File: src/rtl/laser_shot_sequencer_if.sv
// Register-file side of the laser shot sequencer: burst configuration,
// start/abort commands and the per-burst status the register file reads back.
interface laser_shot_sequencer_if #(
    parameter int CW = 27,
    parameter int SW = 16
);
    logic          start;
    logic          abort;
    logic [1:0]    cfg_mode;
    logic [SW-1:0] cfg_shots;
    logic [CW-1:0] cfg_charge_len;
    logic [CW-1:0] cfg_pulse_len;
    logic [CW-1:0] cfg_holdoff;

    logic          busy;
    logic          done;
    logic          aborted;
    logic          timeout;
    logic          cfg_err;
    logic [SW-1:0] shot_idx;
    logic [SW-1:0] cmp_hits;

    // The register file issues commands and configuration, reads status.
    modport master (
        output start, abort, cfg_mode, cfg_shots, cfg_charge_len, cfg_pulse_len, cfg_holdoff,
        input  busy, done, aborted, timeout, cfg_err, shot_idx, cmp_hits
    );

    // The sequencer consumes commands and configuration, produces status.
    modport slave (
        input  start, abort, cfg_mode, cfg_shots, cfg_charge_len, cfg_pulse_len, cfg_holdoff,
        output busy, done, aborted, timeout, cfg_err, shot_idx, cmp_hits
    );
endinterface

File: src/rtl/laser_shot_sequencer.sv
// Laser shot sequencer: runs a burst of CHARGE -> FIRE -> HOLDOFF shots.
// FIRE ends on a fixed length, on a synchronized comparator rising edge, or
// on whichever comes first; comparator-only firing is capped at MAX_FIRE cycles.
module laser_shot_sequencer #(
    parameter int CW       = 27,
    parameter int SW       = 16,
    parameter int MAX_FIRE = 4095
) (
    input  logic                    avms_clk,
    input  logic                    avms_reset,
    laser_shot_sequencer_if.slave   regs,
    input  logic                    comparator,
    output logic                    laser_charge,
    output logic                    laser_en
);

    typedef enum logic [1:0] {
        IDLE    = 2'd0,
        CHARGE  = 2'd1,
        FIRE    = 2'd2,
        HOLDOFF = 2'd3
    } state_t;

    localparam logic [1:0]    MODE_LEN     = 2'b00;
    localparam logic [1:0]    MODE_CMP     = 2'b01;
    localparam logic [1:0]    MODE_EITHER  = 2'b10;
    localparam logic [1:0]    MODE_RSVD    = 2'b11;
    localparam logic [CW-1:0] FIRE_CAP_LD  = CW'(MAX_FIRE - 1);
    localparam logic [SW-1:0] COUNT_MAX    = '1;

    state_t        state;
    logic [CW-1:0] cnt;
    logic [1:0]    mode_q;
    logic [SW-1:0] shots_q;
    logic [CW-1:0] charge_ld;
    logic [CW-1:0] pulse_ld;
    logic [CW-1:0] holdoff_ld;

    logic cmp_s1;
    logic cmp_s2;
    logic cmp_d;
    logic cmp_edge;
    logic cnt_zero;
    logic fire_done;
    logic fire_hit;
    logic fire_to;

    // A zero length behaves as one cycle; the counter holds length-1 so
    // every state lasts exactly max(len,1) cycles.
    function automatic logic [CW-1:0] len_load(input logic [CW-1:0] len);
        return (len == '0) ? '0 : len - CW'(1);
    endfunction

    function automatic logic [SW-1:0] sat_inc(input logic [SW-1:0] val);
        return (val == COUNT_MAX) ? COUNT_MAX : val + SW'(1);
    endfunction

    assign cmp_edge = cmp_s2 & ~cmp_d;
    assign cnt_zero = (cnt == '0);

    // Two-flop synchronizer plus a delayed copy for rising-edge detection.
    always_ff @(posedge avms_clk or posedge avms_reset) begin
        if (avms_reset) begin
            cmp_s1 <= 1'b0;
            cmp_s2 <= 1'b0;
            cmp_d  <= 1'b0;
        end else begin
            cmp_s1 <= comparator;
            cmp_s2 <= cmp_s1;
            cmp_d  <= cmp_s2;
        end
    end

    // Decide how the current FIRE cycle ends; an edge takes priority over
    // expiry so an edge in the expiry cycle still counts as a hit.
    always_comb begin
        fire_done = 1'b0;
        fire_hit  = 1'b0;
        fire_to   = 1'b0;
        case (mode_q)
            MODE_CMP: begin
                if (cmp_edge) begin
                    fire_done = 1'b1;
                    fire_hit  = 1'b1;
                end else if (cnt_zero) begin
                    fire_done = 1'b1;
                    fire_to   = 1'b1;
                end
            end
            MODE_EITHER: begin
                fire_hit  = cmp_edge;
                fire_done = cmp_edge | cnt_zero;
            end
            default: begin
                fire_done = cnt_zero;
            end
        endcase
    end

    // Burst FSM; the laser pins and busy are registered alongside the state.
    always_ff @(posedge avms_clk or posedge avms_reset) begin
        if (avms_reset) begin
            state         <= IDLE;
            cnt           <= '0;
            mode_q        <= MODE_LEN;
            shots_q       <= '0;
            charge_ld     <= '0;
            pulse_ld      <= '0;
            holdoff_ld    <= '0;
            laser_charge  <= 1'b0;
            laser_en      <= 1'b0;
            regs.busy     <= 1'b0;
            regs.done     <= 1'b0;
            regs.aborted  <= 1'b0;
            regs.timeout  <= 1'b0;
            regs.cfg_err  <= 1'b0;
            regs.shot_idx <= '0;
            regs.cmp_hits <= '0;
        end else begin
            regs.done <= 1'b0;
            if (!cnt_zero) begin
                cnt <= cnt - CW'(1);
            end

            if (state != IDLE && regs.abort) begin
                state        <= IDLE;
                laser_charge <= 1'b0;
                laser_en     <= 1'b0;
                regs.busy    <= 1'b0;
                regs.done    <= 1'b1;
                regs.aborted <= 1'b1;
            end else begin
                case (state)
                    IDLE: begin
                        if (regs.start && !regs.abort) begin
                            if (regs.cfg_mode == MODE_RSVD) begin
                                regs.cfg_err <= 1'b1;
                            end else begin
                                mode_q        <= regs.cfg_mode;
                                shots_q       <= (regs.cfg_shots == '0) ? SW'(1) : regs.cfg_shots;
                                charge_ld     <= len_load(regs.cfg_charge_len);
                                pulse_ld      <= len_load(regs.cfg_pulse_len);
                                holdoff_ld    <= len_load(regs.cfg_holdoff);
                                cnt           <= len_load(regs.cfg_charge_len);
                                regs.shot_idx <= '0;
                                regs.cmp_hits <= '0;
                                regs.aborted  <= 1'b0;
                                regs.timeout  <= 1'b0;
                                regs.cfg_err  <= 1'b0;
                                state         <= CHARGE;
                                laser_charge  <= 1'b1;
                                regs.busy     <= 1'b1;
                            end
                        end
                    end
                    CHARGE: begin
                        if (cnt_zero) begin
                            state        <= FIRE;
                            laser_charge <= 1'b0;
                            laser_en     <= 1'b1;
                            cnt          <= (mode_q == MODE_CMP) ? FIRE_CAP_LD : pulse_ld;
                        end
                    end
                    FIRE: begin
                        if (fire_done) begin
                            state         <= HOLDOFF;
                            laser_en      <= 1'b0;
                            cnt           <= holdoff_ld;
                            regs.shot_idx <= sat_inc(regs.shot_idx);
                            if (fire_hit) begin
                                regs.cmp_hits <= sat_inc(regs.cmp_hits);
                            end
                            if (fire_to) begin
                                regs.timeout <= 1'b1;
                            end
                        end
                    end
                    HOLDOFF: begin
                        if (cnt_zero) begin
                            if (regs.shot_idx < shots_q) begin
                                state        <= CHARGE;
                                laser_charge <= 1'b1;
                                cnt          <= charge_ld;
                            end else begin
                                state     <= IDLE;
                                regs.busy <= 1'b0;
                                regs.done <= 1'b1;
                            end
                        end
                    end
                    default: begin
                        state        <= IDLE;
                        laser_charge <= 1'b0;
                        laser_en     <= 1'b0;
                        regs.busy    <= 1'b0;
                    end
                endcase
            end
        end
    end

endmodule

File: src/flat_wrapper.sv
// flat-port wrapper written by rule: the top's interface ports become plain ports
module laser_shot_sequencer_flat 
#(
    parameter int CW       = 27,
    parameter int SW       = 16,
    parameter int MAX_FIRE = 4095
)
  (avms_clk, avms_reset, comparator, laser_charge, laser_en, regs_start, regs_abort, regs_cfg_mode, regs_cfg_shots, regs_cfg_charge_len, regs_cfg_pulse_len, regs_cfg_holdoff, regs_busy, regs_done, regs_aborted, regs_timeout, regs_cfg_err, regs_shot_idx, regs_cmp_hits);
  laser_shot_sequencer_if #(.CW(CW), .SW(SW)) regs_i ();
  input  logic avms_clk;
  input  logic avms_reset;
  input  logic comparator;
  output logic laser_charge;
  output logic laser_en;
  input wire logic [$bits(regs_i.start)-1:0] regs_start;
  input wire logic [$bits(regs_i.abort)-1:0] regs_abort;
  input wire logic [$bits(regs_i.cfg_mode)-1:0] regs_cfg_mode;
  input wire logic [$bits(regs_i.cfg_shots)-1:0] regs_cfg_shots;
  input wire logic [$bits(regs_i.cfg_charge_len)-1:0] regs_cfg_charge_len;
  input wire logic [$bits(regs_i.cfg_pulse_len)-1:0] regs_cfg_pulse_len;
  input wire logic [$bits(regs_i.cfg_holdoff)-1:0] regs_cfg_holdoff;
  output wire logic [$bits(regs_i.busy)-1:0] regs_busy;
  output wire logic [$bits(regs_i.done)-1:0] regs_done;
  output wire logic [$bits(regs_i.aborted)-1:0] regs_aborted;
  output wire logic [$bits(regs_i.timeout)-1:0] regs_timeout;
  output wire logic [$bits(regs_i.cfg_err)-1:0] regs_cfg_err;
  output wire logic [$bits(regs_i.shot_idx)-1:0] regs_shot_idx;
  output wire logic [$bits(regs_i.cmp_hits)-1:0] regs_cmp_hits;
  assign regs_i.start = regs_start;
  assign regs_i.abort = regs_abort;
  assign regs_i.cfg_mode = regs_cfg_mode;
  assign regs_i.cfg_shots = regs_cfg_shots;
  assign regs_i.cfg_charge_len = regs_cfg_charge_len;
  assign regs_i.cfg_pulse_len = regs_cfg_pulse_len;
  assign regs_i.cfg_holdoff = regs_cfg_holdoff;
  assign regs_busy = regs_i.busy;
  assign regs_done = regs_i.done;
  assign regs_aborted = regs_i.aborted;
  assign regs_timeout = regs_i.timeout;
  assign regs_cfg_err = regs_i.cfg_err;
  assign regs_shot_idx = regs_i.shot_idx;
  assign regs_cmp_hits = regs_i.cmp_hits;
  laser_shot_sequencer #(.CW(CW), .SW(SW), .MAX_FIRE(MAX_FIRE)) u_core (.avms_clk(avms_clk), .avms_reset(avms_reset), .regs(regs_i), .comparator(comparator), .laser_charge(laser_charge), .laser_en(laser_en));
endmodule
File: config.mk
export PLATFORM = sky130hd
export DESIGN_NAME = laser_shot_sequencer_flat
export DESIGN_NICKNAME = d
export VERILOG_FILES = /design/src/rtl/laser_shot_sequencer_if.sv /design/src/rtl/laser_shot_sequencer.sv /design/src/flat_wrapper.sv
export SDC_FILE = /design/constraint.sdc
export NUM_CORES = 1
export LEC_CHECK = 0
export ABC_AREA = 1
export BUFFER_PORTS_ARGS = -buffer_cell sky130_fd_sc_hd__clkbuf_2
export CAP_MARGIN = 30
export CORE_MARGIN = 1.5
export CORE_UTILIZATION = 49
export DETAILED_ROUTE_END_ITERATION = 10
export GPL_TIMING_DRIVEN = 0
export PLACE_DENSITY_LB_ADDON = 0.12
export SETUP_SLACK_MARGIN = 0.02
export SYNTH_ARGS = -nofsm -noshare
export SYNTH_HDL_FRONTEND = slang
export SYNTH_SLANG_ARGS = --single-unit
File: constraint.sdc
create_clock -name avms_clk -period 8.75 [get_ports avms_clk]
set_input_delay 1.75 -clock avms_clk [delete_from_list [all_inputs] [get_ports avms_clk]]
set_output_delay 1.75 -clock avms_clk [all_outputs]
set_load 0.01 [all_outputs]
==> summary.txt, run 1 <==
Finish
  – Antenna cells: 0
  – Design Area, Final: 13640 um^2
  – Final nets: 2035
  – Synth-to-Final Area Change: 14.21%
  – Fill count: 2402
  – Fin util: 0.5759
  – Layout cells sized above 1: 0.1410

Routing
  – DRT Wirelength: 39210 um
  – DR vias/cell: 5.475
  – DRC: 0
  – Drt pass-1 iters: 8
  – DR vias: 12230
  – Wire length per cell: 17.55 um
  – DRT antenna net count: 0
  – Initial DRC Count: 1124

STA
  – RSZ-0062 raised after global routing: no
  – Max-Slew Margin vs Limit: 0.3673
  – Final Setup Violations: 0
  – Fin. Hold Viols: 0
  – Clock Skews: 0.01192 ns
  – Crit path time final: 3.736 ns
  – FMAX: 267.7 MHz
  – Slew @ Worst Pin: 0.9455 ns
  – Fin. max-slew vios: 0
  – Final Cycle Share: 0.4269
  – Final WS setup: 5.014 ns
  – Setup TNS: 0 ns

Logic synthesis
  – Syn Std Cell Area: 11940 um^2
  – Cell taking the most area after synthesis: dfrtp_1
  – Netlist cell types: 56
  – Cells after Synth: 1740
  – Register area share after synthesis: 0.3562
  – EDFF count, synth: 0
  – Syn_nets: 1873
  – Asr flop ratio synth: 1.000
  – Synth top cells by count: nand2_1 (435), inv_1 (225), nor2_1 (193), dfrtp_1 (170), o21ai_0 (156)
  – Yosys warns: 0
  – Ranking of synthesized cells by area: dfrtp_1 (36%), nand2_1 (14%), inv_1 (7.1%), o21ai_0 (6.5%), nor2_1 (6.1%)
  – Post-synth top area share: 0.3562
  – Avg Synthesized Cell Area: 6.863 um^2
  – Primary FF master, synth: dfrtp_1
  – Synthesis-stage register bit count: 170
  – Top-count cell post-synth: nand2_1

Floorplanning
  – Die area: 25320 um^2
  – Row Count: 56
  – Core box area: 23680 um^2
  – Starting Density: 0.5042
  – Die W: 159.1 um
  – Chip height: 159.1 um
  – IO Pins: 143

Power
  – Worst vdd ir: 112.1 uV
  – Leakage: 6.982 nW
  – Pwr dens: 292.3 nW/um^2

Clock tree
  – Worst skew pair latency: 0.44 ns
  – Clk slew on worst S/H paths: 0.07 ns
  – Worst-case clock buffer depth: 2
  – H-tree levels: 4
  – CTS resizes: 0
  – Hold-fix buffers, CTS: 0
  – CTS tree: done
  – Setup Buffers After CTS: 0
  – Clock sink total: 170
  – CTS buffer count: 17
  – Root buffer selected by CTS: clkbuf_16

Min path
  – Hold Crit Class: reg -> reg
  – Hold Startpoint: u_core.cmp_s1$_DFF_PP0_

Run
  – Max_cap viols: 0

Setup path
  – CP Max Fanout: 10
  – Worst Setup End Kind: register
  – Crit-path leading delay family: buffers and inverters
  – Crit start category: input pin
  – Worst path bufs/invs: 4
  – WS Path Type: in -> reg
  – RR Startpoint: u_core.state[0]$_DFFE_PP0P_
  – CP startpoint: regs_abort
  – CP max stage cell: clkbuf_1
  – Worst Path Arrival: 4.11 ns
  – WP data required: 9.12 ns
  – CP Cell Sequence: clkbuf_2 -> inv_2 -> nand2_1 -> nor3_4 -> clkbuf_1 -> clkbuf_1 -> nand3b_1 -> nand2_1
  – Worst stage delay on the critical path: 0.73 ns

Global routing
  – Number of global-route vias before repair: 11360
  – Initial antenna violation count: 0
  – Total gr overflow: 0
  – Total Routing Usage GR: 0.3134
  – First-pass GRT wire length: 62390 um
  – Largest net degree at the start of global routing: 90

Placed design
  – Post-DP Area: 13090 um^2
  – Final GP Congestion: 0.9718
  – DP Worst Slack: 4.599 ns
  – Number of buffer cells added on primary ports: 142
  – Post-DP HPWL: 31300 um

Status
  – Outcome: completed
==> power breakdown <==
group          switching, mW  internal, mW
sequential             0.262          1.14
combinational           1.26         0.605
clock                  0.345         0.378
total                   1.87          2.12
==> cell type report <==
class | instances | area [um^2] | area share
Multi-Input combinational cell | 1286 | 6576 | 0.4822
Sequential cell | 170 | 4254 | 0.3119
Inverter | 235 | 889.6 | 0.06523
Timing Repair Buffer | 143 | 738.2 | 0.05413
Clock buffer | 18 | 439.2 | 0.03220
Tap cell | 319 | 399.1 | 0.02927
Buffer | 49 | 229.0 | 0.01679
Clock inverter | 14 | 112.6 | 0.008257
==> worst paths after layout <==
kind	to	slack (ns)	cells past startpoint
max	u_core.holdoff_ld[20]$_DFFE_PP0P_	5.01	8
min	u_core.cmp_s2$_DFF_PP0_	0.38	0
max reg2reg	u_core.holdoff_ld[20]$_DFFE_PP0P_	5.67	8
min reg2reg	u_core.cmp_s2$_DFF_PP0_	0.38	0
max in group asynchronous	u_core.pulse_ld[24]$_DFFE_PP0P_	6.51	3
min in group asynchronous	u_core.cnt[17]$_DFF_PP0_	1.38	2
==> per-layer routing <==
| metal | wire length [um] | up-vias | global-route usage |
|---|---|---|---|
| li1 | - | 5978 | - |
| met1 | 17680 | 5743 | 0.4407 |
| met2 | 17890 | 448 | 0.5079 |
| met3 | 2431 | 62 | 0.03100 |
| met4 | 1204 | 0 | 0.09991 |
| met5 | 0 | - | 0 |
==> through the flow <==
step / power [mW] / hold slack (ns) / std cells
after floorplan: 2.605 / 0.3312 / 1740
after global placement: 3.186 / 0.3653 / 2201
after detailed placement: 3.229 / 0.3715 / 2202
after CTS: 3.955 / 0.3939 / 2234
after global routing: 4.279 / 0.4109 / 2234
final: 3.987 / 0.3842 / 2234
==> registers in the layout, indices dropped and copies added (netlist names), 2 cells and up <==
register / flops
u_core.pulse_ld: 27
u_core.mode_q: 2
u_core.regs.shot_idx: 16
u_core.charge_ld: 27
u_core.shots_q: 16
u_core.holdoff_ld: 27
u_core.state: 2
u_core.cnt: 27
u_core.regs.cmp_hits: 16
==> cells by family (layout without fill, tap and decap cells) <==
logic type,Yosys count,after routing,share of synthesized area
and+or+nand+nor,903,903,0.3382
DFF,170,170,0.3562
AOI/OAI and AO/OA,293,293,0.1374
buffers and inverters,284,459,0.09304
adders and majority gates,29,29,0.03039
xor gates and xnor gates,61,61,0.04474
==> cell usage in the layout, fill, tap and decap left out, drive strengths merged <==
cell	Yosys	final
o211ai	18	18
o22ai	12	12
o21a	1	1
and3	2	2
nand4	44	44
o2111ai	1	1
clkinvlp	0	1
a21oi	65	65
a31o	1	1
a211oi	1	1
clkinv	1	7
nor3b	2	2
xnor2	16	16
and2	2	2
a21boi	5	5
nand2	442	442
clkbuf	28	188
or2	15	15
nor2	223	223
dfrtp	170	170
ha	29	29
nand3	133	133
nor4	9	9
o21ai	165	165
a22oi	1	1
xor2	45	45
nor3	25	25
buf	21	22
o21bai	5	5
nand3b	5	5
a31oi	4	4
a22o	3	3
inv	234	241
o211a	1	1
nor4b	1	1
o31ai	7	7
a21o	3	3
No activity file was read; power rests on OpenSTA's default activity.
==> inputs of run 2 (changes only) <==
--- a/config.mk
+++ b/config.mk
@@ -5,7 +5,7 @@
 export SDC_FILE = /design/constraint.sdc
 export NUM_CORES = 1
 export LEC_CHECK = 0
-export ABC_AREA = 1
+export ABC_AREA = 0
 export BUFFER_PORTS_ARGS = -buffer_cell sky130_fd_sc_hd__clkbuf_2
 export CAP_MARGIN = 30
 export CORE_MARGIN = 1.5
==> constraint.sdc (replaced) <==
create_clock -name avms_clk -period 3.4 [get_ports avms_clk]
set_input_delay 0.68 -clock avms_clk [delete_from_list [all_inputs] [get_ports avms_clk]]
set_output_delay 0.68 -clock avms_clk [all_outputs]
set_load 0.01 [all_outputs]
==> run 2 against run 1 <==
Wire length decreased by 14%. Critical endpoint is now u_core.cnt[8]$_DFF_PP0_. Critical path depth increased by 4. Total power is 130% higher. Sequential cell count stayed put. Worst hold slack got worse by 0.12 ns. Synthesized area fell by 12%.
==> summary.txt, run 2 <==
Logic synthesis
  – Yosys warns: 0
  – Cell taking the most area after synthesis: dfrtp_1
  – Avg Synthesized Cell Area: 8.590 um^2
  – Synthesis-stage register bit count: 170
  – Top-count cell post-synth: dfrtp_1
  – Netlist cell types: 70
  – Cells after Synth: 1227
  – Syn_nets: 1360
  – Asr flop ratio synth: 1.000
  – EDFF count, synth: 0
  – Primary FF master, synth: dfrtp_1
  – Syn Std Cell Area: 10540 um^2
  – Ranking of synthesized cells by area: dfrtp_1 (40%), nand2_1 (5.8%), xnor2_1 (5.0%), o31ai_1 (3.9%), o21ai_0 (3.9%)
  – Register area share after synthesis: 0.4036
  – Post-synth top area share: 0.4036
  – Synth top cells by count: dfrtp_1 (170), nand2_1 (162), nor2_1 (90), o21ai_0 (82), a21oi_1 (77)

Finish
  – Post-Layout Cell Count: 1690
  – Most common cell after layout, fill and taps aside: dfrtp_1
  – Fill count: 1933
  – Design Area, Final: 12530 um^2
  – Synth-to-Final Area Change: 18.84%
  – Most frequent cells in the layout: dfrtp_1 (170), nand2_1 (161), clkbuf_2 (143)
  – Antenna cells: 0
  – Fin util: 0.5940
  – Layout cells sized above 1: 0.1618
  – Final nets: 1536
  – Register Area: 4254 um^2
  – Area of the multi-input gates: 5934 um^2

STA
  – Max-Slew Margin vs Limit: 0.4283
  – Fin. Hold Viols: 0
  – Crit path time final: 3.217 ns
  – Slew @ Worst Pin: 0.8576 ns
  – Hold WS: 0.2630 ns
  – FMAX: 310.8 MHz
  – Final Setup Violations: 0
  – RSZ-0062 raised after global routing: yes
  – Setup TNS: 0 ns
  – Final WS setup: 0.1828 ns
  – Fin. max-slew vios: 0
  – Clock Skews: 0.007174 ns
  – Final Cycle Share: 0.9462

Floorplanning
  – Core box area: 21090 um^2
  – Row Count: 53
  – Starting Density: 0.4998
  – IO Pins: 143
  – Chip height: 149.7 um
  – Die W: 149.7 um
  – Die area: 22400 um^2

Run
  – Max_cap viols: 0

Clock tree
  – Worst-case clock buffer depth: 2
  – Hold-fix buffers, CTS: 0
  – Clock sink total: 170
  – CTS tree: done
  – H-tree levels: 4
  – Root buffer selected by CTS: clkbuf_16
  – Worst skew pair latency: 0.43 ns
  – Clk slew on worst S/H paths: 0.07 ns
  – CTS buffer count: 17

Routing
  – Drt pass-1 iters: 5
  – Wire length per cell: 20.01 um
  – DRT Wirelength: 33810 um
  – DR vias: 10270
  – DR vias/cell: 6.075
  – DRC: 0
  – DRT antenna net count: 0
  – Initial DRC Count: 879

Global routing
  – Total Routing Usage GR: 0.3084
  – Total gr overflow: 0
  – Initial antenna violation count: 0
  – First-pass GRT wire length: 52720 um
  – Number of global-route vias before repair: 9430
  – Largest net degree at the start of global routing: 42

Setup path
  – Worst path bufs/invs: 4
  – Crit start category: register
  – Worst Path Arrival: 3.52 ns
  – WP data required: 3.70 ns
  – Most frequent CP cell: buf_2
  – CP Cell Sequence: inv_2 -> ha_1 -> nor4b_4 -> nand2_1 -> or4_1 -> buf_2 -> buf_2 -> buf_2 -> nor3_1 -> nor3_1 -> a211oi_1 -> o211ai_1
  – WS Path Type: reg -> reg
  – CP max stage cell: or4_1
  – Worst Setup End Kind: register
  – Worst stage delay on the critical path: 0.50 ns
  – Crit-path leading delay family: simple AND/OR/NAND/NOR gates
  – RR Startpoint: u_core.cnt[0]$_DFF_PP0_
  – CP Max Fanout: 10
  – CP startpoint: u_core.cnt[0]$_DFF_PP0_

Placed design
  – Final GP Congestion: 0.9750
  – Number of buffer cells added on primary ports: 142
  – Post-DP Area: 11720 um^2
  – Post-DP HPWL: 25720 um
  – DP Worst Slack: -0.5176 ns
  – Dpl cells: 1651

Power
  – Worst vdd ir: 387.8 uV
  – Pwr dens: 727.4 nW/um^2
  – Leakage: 5.450 nW
  – Total power draw: 9.111 mW

Min path
  – Hold Crit Class: in -> async

Status
  – Outcome: completed
==> run 2: path summary, 6_finish.rpt <==
kind	endpoint	slack, ns	cells past startpoint
hold / removal	u_core.regs.shot_idx[5]$_DFFE_PP0P_	0.26	2
min in group avms_clk	u_core.cmp_s1$_DFF_PP0_	0.35	1
setup / recovery	u_core.cnt[8]$_DFF_PP0_	0.18	12
max in group asynchronous	u_core.cnt[13]$_DFF_PP0_	2.36	4
hold reg to reg	u_core.cmp_s2$_DFF_PP0_	0.37	0
setup reg to reg	u_core.cnt[8]$_DFF_PP0_	0.18	12
==> run 2: area by class of cell <==
| cell class | instances | area share |
|---|---|---|
| buffer | 67 | 0.02118 |
| clock buffer | 21 | 0.03756 |
| clock inverter | 10 | 0.01498 |
| inverter | 43 | 0.01319 |
| multi-input combinational | 947 | 0.4738 |
| sequential | 170 | 0.3396 |
| tap | 275 | 0.02747 |
| timing repair buffer | 157 | 0.07222 |
==> run 2: layer usage <==
layer / share of wire / vias to the layer above / wire length, um / track usage
met4: 0.023 / 0 / 781 / 0.09118
met5: 0 / - / 0 / 0
li1: - / 4833 / - / -
met2: 0.43 / 455 / 14650 / 0.4624
met3: 0.075 / 60 / 2531 / 0.05152
met1: 0.47 / 4918 / 15850 / 0.4563
==> run 2: logic make-up after synthesis <==
group,Yosys count,share of synthesized area
AND/OR/NAND/NOR,471,0.2240
XOR/XNOR,91,0.07562
multiplexers,5,0.004986
adder cells (fa/ha/maj),29,0.03443
flip-flops,170,0.4036
buffers and inverters,110,0.04036
AO/OA/AOI/OAI,351,0.2170
==> run 2: timing repair <==
item	CTS	global route
gates resized for setup	6	8
endpoints found under the setup margin	39	45
buffers inserted	3	4
pin swaps	0	1
==> run 2: power breakdown <==
group          internal (mW)  leakage (nW)  total, mW  switching (mW)
clock network           1.36         0.316       2.19           0.830
logic                   1.36          2.96       3.46            2.11
registers               2.81          2.17       3.46           0.647
total                   5.53          5.45       9.11            3.58
